<file path="config.mk">
export PLATFORM = sky130hd
export DESIGN_NAME = register_file
export DESIGN_NICKNAME = d
export VERILOG_FILES = /design/src/rtl/register_file.sv
export SDC_FILE = /design/constraint.sdc
export NUM_CORES = 2
export LEC_CHECK = 0
export CORE_MARGIN = 2
export CORE_UTILIZATION = 57
export CTS_CLUSTER_SIZE = 20
export DETAILED_ROUTE_END_ITERATION = 6
export GPL_TIMING_DRIVEN = 0
export PLACE_DENSITY_LB_ADDON = 0.15
export RECOVER_POWER = 50
export SYNTH_ARGS = -nofsm -noshare
export SYNTH_HDL_FRONTEND = slang
export SYNTH_SLANG_ARGS = --single-unit
</file>
<file path="constraint.sdc">
create_clock -name clk -period 38.6 [get_ports clk]
set_input_delay 5.79 -clock clk [delete_from_list [all_inputs] [get_ports clk]]
set_output_delay 5.79 -clock clk [all_outputs]
set_load 0.05 [all_outputs]
</file>
<file path="src/rtl/register_file.sv">
// rtl/register_file.sv - 32 x 32-bit three-port register file with load-pending scoreboard
//
// Purpose: two combinational read ports with write-first bypass, one writeback
// port, and a per-register pending bit that flags operands still waiting on an
// outstanding multi-cycle load.
//
// Ports:
//   clk                  rising-edge clock
//   reset                asynchronous, active-high; clears regs and pend
//   readreg1, readreg2   read addresses for operand 1 / operand 2
//   dataout1, dataout2   combinational read data
//   regwrite             writeback enable
//   writereg, writedata  writeback address / data
//   issue_valid          a load to issue_reg is issued this cycle
//   issue_reg            destination of the issued load
//   hazard1, hazard2     operand register has an outstanding load
module register_file #(
  parameter int WIDTH  = 32,
  parameter int ADDR_W = 5
) (
  input  logic              clk,
  input  logic              reset,
  input  logic [ADDR_W-1:0] readreg1,
  input  logic [ADDR_W-1:0] readreg2,
  output logic [WIDTH-1:0]  dataout1,
  output logic [WIDTH-1:0]  dataout2,
  input  logic              regwrite,
  input  logic [ADDR_W-1:0] writereg,
  input  logic [WIDTH-1:0]  writedata,
  input  logic              issue_valid,
  input  logic [ADDR_W-1:0] issue_reg,
  output logic              hazard1,
  output logic              hazard2
);

  localparam int NREGS = 2 ** ADDR_W;

  logic [WIDTH-1:0] regs [NREGS];
  logic [NREGS-1:0] pend;
  logic [NREGS-1:0] pend_next;

  // Clear is applied before set so that an issue and a writeback to the same
  // register in one cycle leaves it pending: the writeback belongs to an
  // older producer. Register 0 is never set.
  always_comb begin
    pend_next = pend;
    if (regwrite) begin
      pend_next[writereg] = 1'b0;
    end
    if (issue_valid && (issue_reg != '0)) begin
      pend_next[issue_reg] = 1'b1;
    end
  end

  always_ff @(posedge clk or posedge reset) begin
    if (reset) begin
      for (int i = 0; i < NREGS; i++) begin
        regs[i] <= '0;
      end
      pend <= '0;
    end else begin
      if (regwrite && (writereg != '0)) begin
        regs[writereg] <= writedata;
      end
      pend <= pend_next;
    end
  end

  logic byp1;
  logic byp2;

  assign byp1 = regwrite && (writereg == readreg1);
  assign byp2 = regwrite && (writereg == readreg2);

  // Reset also masks the bypass path, so reads are zero for the whole time
  // reset is held, not just after the first edge.
  always_comb begin
    dataout1 = '0;
    if (!reset && (readreg1 != '0)) begin
      dataout1 = byp1 ? writedata : regs[readreg1];
    end
  end

  always_comb begin
    dataout2 = '0;
    if (!reset && (readreg2 != '0)) begin
      dataout2 = byp2 ? writedata : regs[readreg2];
    end
  end

  // A writeback in the same cycle resolves the hazard through the bypass.
  assign hazard1 = !reset && pend[readreg1] && !byp1;
  assign hazard2 = !reset && pend[readreg2] && !byp2;

endmodule

</file>
==> impl_summary.log <==
INFO  metric post_route_cells_drive_above_1_share = 41.2%
INFO  metric crit_top_cell = sky130_fd_sc_hd__clkbuf_1
INFO  metric grt_antenna_before_repair = 6
INFO  metric die-width = 318 um
INFO  metric tritoncts_clock_tree = done
INFO  metric postPlaceCellArea = 59300 sq um
INFO  metric synth_seq_cells = 1056
INFO  metric cts_inserted_buffers = 115
INFO  metric multi_input_gate_area_in_the_final_layout = 27900 sq um
INFO  metric max-vdd-ir-drop = 0.0406 mV
INFO  metric post_cts_buffers = 0
INFO  metric grt_start_max_net_pins = 132
INFO  metric route.vias.total = 41600
INFO  metric yosysWarningCount = 0
INFO  metric power-per-cell-area = 53.6 nW/um^2
INFO  metric setup_total_negative_slack = 0 ns
INFO  metric finalInstanceArea = 63200 sq um
INFO  metric place.gp.congestion = 1.02
INFO  metric finish.net_count = 4169
INFO  metric cpPeakStageDelay = 5.04 ns
INFO  metric final.fill_count = 7447
INFO  metric drt_pre_antenna_iters = 6
INFO  metric route.antenna.remaining_nets = 0
INFO  metric post_cts_resize_count = 0
INFO  metric synth.cell_area = 56300 sq um
INFO  metric static_leakage = 27.4 nW
INFO  metric postLayoutCoreUtil = 64.4%
INFO  metric unrepaired_setup_endpoints_after_global_routing = no
INFO  metric die_boundary_height = 318 um
INFO  metric post_cts_clock_slew_at_the_launch_and_capture_registers_of_the_worst_setup_and_hold_paths = 0.06 ns
INFO  metric wl_per_cell = 40.5 um
INFO  metric core = 98100 sq um
INFO  metric dieArea = 101000 sq um
INFO  metric ys_types = 49
INFO  metric grt_pass1_wl = 308 mm
INFO  metric drt_first_iter_violations = 6147
INFO  metric max_clock_freq = 42.5 MHz
INFO  metric final-setup-viol-count = 0
INFO  metric post_synth.cell_area_avg = 14.5 sq um
INFO  metric globalRouteTotalUtil = 43.8%
INFO  metric yosys_most_used_dff = sky130_fd_sc_hd__dfrtp_1
INFO  metric tritoncts_num_sinks = 1056
INFO  metric critPathKind = in -> out
INFO  metric drt-total-wl = 223 mm
INFO  metric post-place-ws = 22.03 ns
INFO  metric worst_ep_required_time = 32.81 ns
INFO  metric layout.area.seq = 26400 sq um
INFO  metric run_status = finished with violations
INFO  metric number_of_global_route_vias_before_repair = 40800
INFO  metric synth_cells = 3876
INFO  metric crit_slowest_cell = sky130_fd_sc_hd__clkbuf_1
INFO  metric synthToLayoutAreaGrowth = 12.1%
INFO  metric critPathArrivalTime = 17.73 ns
INFO  metric clk_path_buf_depth = 3
INFO  metric timing_max_transition_violations_final = 702
INFO  metric post-route-worst-setup-slack = 15.08 ns
INFO  metric crit_path_start_kind = input port
INFO  metric finClkSkew = 0 ns
INFO  metric cts_hold_repair.buffers = 0
INFO  metric synth_seq_area_share = 46.9%
INFO  metric dp.final_hpwl = 163 mm
INFO  metric synth_nets = 3932
INFO  metric buffer_ports.inserted = 110
INFO  metric initial_utilization = 57.4%
INFO  metric detail_route.vias_per_cell = 7.56
INFO  metric worstMarginPinSlew = 7.06 ns
INFO  metric ctsRootBufferMaster = sky130_fd_sc_hd__clkbuf_16
INFO  metric grt_overflow = 0
INFO  metric rows = 115
INFO  metric worst_skew_pair.late_latency = 0.71 ns
INFO  metric maxCapViolations = 10
INFO  metric cp-end-kind = output pin
INFO  metric crit_fanout = 131
INFO  metric maxSlewHeadroom = -370%
INFO  metric total_power = 3.38 mW
INFO  metric number_of_synthesized_flops_with_an_enable_pin = 0
INFO  metric htree_num_levels = 3
INFO  metric drcViolationCount = 0
INFO  metric io_pins = 122
INFO  metric timing.final.hold_violations = 0
INFO  metric worstHoldPathType = reg -> reg
INFO  metric ys_async_sr_fraction = 100%
INFO  metric crit_chain = dlygate4sd3_1, clkinvlp_2, clkbuf_1, o311ai_2, clkbuf_1, a21oi_1, a211o_1, clkdlybuf4s50_1
INFO  metric final.min_clock_period = 23.52 ns
INFO  metric violations = capacitance limit, slew limit
INFO  metric period_share = 60.9%
[area by class of cell]
| cell class | count | share of cell area, % |
|---|---|---|
| clock inverter | 43 | 0.763 |
| tap | 1287 | 2.55 |
| timing repair buffer | 120 | 1.97 |
| antenna | 7 | 0.0277 |
| inverter | 4 | 0.0258 |
| buffer | 449 | 3.16 |
| clock buffer | 171 | 5.50 |
| sequential | 1056 | 41.8 |
| multi-input combinational | 2367 | 44.2 |
[final timing paths]
path | startpoint | endpoint | slack (ns) | cells after the start
hold / removal | regs[1007] | regs[1007] | 0.47 | 1
setup reg to reg | regs[176] | regs[176] | 37.73 | 1
hold reg to reg | regs[1007] | regs[1007] | 0.47 | 1
setup / recovery | reset | dataout1[0] | 15.08 | 8
min in group asynchronous | reset | regs[367] | 6.84 | 2
max in group asynchronous | reset | regs[202] | 23.81 | 3
[worst max-delay path: cells and delay by family]
kind	cells	cell delay, ns
buf+inv	5	9.36
compound gates	3	2.50
[metrics by stage]
stage | cells | hold slack [ns]
floorplan | 3876 | 0.441
global placement | 5273 | 0.453
detailed placement | 5283 | 0.464
CTS | 5497 | 0.482
global route | 5497 | 0.492
finish | 5504 | 0.474
[state kept, by name, indices dropped and copies added (netlist names)]
register	flops
regs	1024
pend	32
[cells in the mapped netlist (9+ instances only)]
cell type | number | area (sq um)
sky130_fd_sc_hd__dfrtp_1 | 1056 | 26400
sky130_fd_sc_hd__mux2_2 | 968 | 10900
sky130_fd_sc_hd__mux4_2 | 399 | 8990
sky130_fd_sc_hd__mux2i_1 | 269 | 2690
sky130_fd_sc_hd__clkbuf_1 | 225 | 845
sky130_fd_sc_hd__buf_2 | 136 | 681
sky130_fd_sc_hd__a22oi_1 | 129 | 968
sky130_fd_sc_hd__a21oi_1 | 97 | 485
sky130_fd_sc_hd__a22o_1 | 79 | 692
sky130_fd_sc_hd__a221oi_1 | 64 | 561
sky130_fd_sc_hd__a211oi_1 | 62 | 465
sky130_fd_sc_hd__buf_1 | 54 | 203
sky130_fd_sc_hd__a211o_1 | 32 | 280
sky130_fd_sc_hd__o21ai_0 | 32 | 160
sky130_fd_sc_hd__o21bai_1 | 32 | 240
sky130_fd_sc_hd__o221ai_1 | 32 | 280
sky130_fd_sc_hd__o22ai_1 | 31 | 194
sky130_fd_sc_hd__buf_4 | 26 | 195
sky130_fd_sc_hd__mux2_1 | 25 | 282
sky130_fd_sc_hd__nand2_1 | 22 | 82.6
sky130_fd_sc_hd__nor2_1 | 22 | 82.6
sky130_fd_sc_hd__nand3b_1 | 12 | 90.1
sky130_fd_sc_hd__nand3_1 | 9 | 45.0
[placed cells by master (no fill, tap or decap), drive strengths merged, types with 3 or more instances in the layout]
cell           instances
clkbuf               436
nor2b                  4
buf                  194
a22oi                129
a22o                  79
o22ai                 31
clkinv                30
mux2i                269
o21ai                 32
nor2                  23
nand3                  9
or3b                   3
mux4                 399
xnor2                  7
a211oi                63
inv                    4
a21oi                 97
clkdlybuf4s50        108
xor2                   3
mux2                 993
diode                  7
nor3b                  7
a221oi                64
nor3                   7
dfrtp               1056
bufinv                10
o21bai                32
clkinvlp               3
a211o                 32
nand3b                12
o221ai                32
nand2                 22
and2                   3
[report_power, final]
part / internal (mW) / total (mW) / switching [mW]
registers: 1.32 / 1.48 / 0.161
logic: 0.379 / 0.738 / 0.358
clock network: 0.685 / 1.16 / 0.480
[kinds of logic after synthesis]
logic type / Yosys count / share of synthesized area (%)
muxes: 1661 / 40.6
DFF: 1056 / 46.9
AOI/OAI and AO/OA: 596 / 7.80
buffers and inverters: 453 / 3.59
and+or+nand+nor: 100 / 0.960
xor gates and xnor gates: 10 / 0.155
[per-layer routing]
metal / vias up / part of all wire [%] / GRT usage [%]
li1: 15600 / - / -
met1: 21900 / 37 / 57.4
met2: 3265 / 42 / 61.6
met3: 801 / 13 / 15.4
met4: 2 / 8.3 / 29.6
met5: - / 0.0054 / 0.0946
Power figures use the tool's default switching activity.
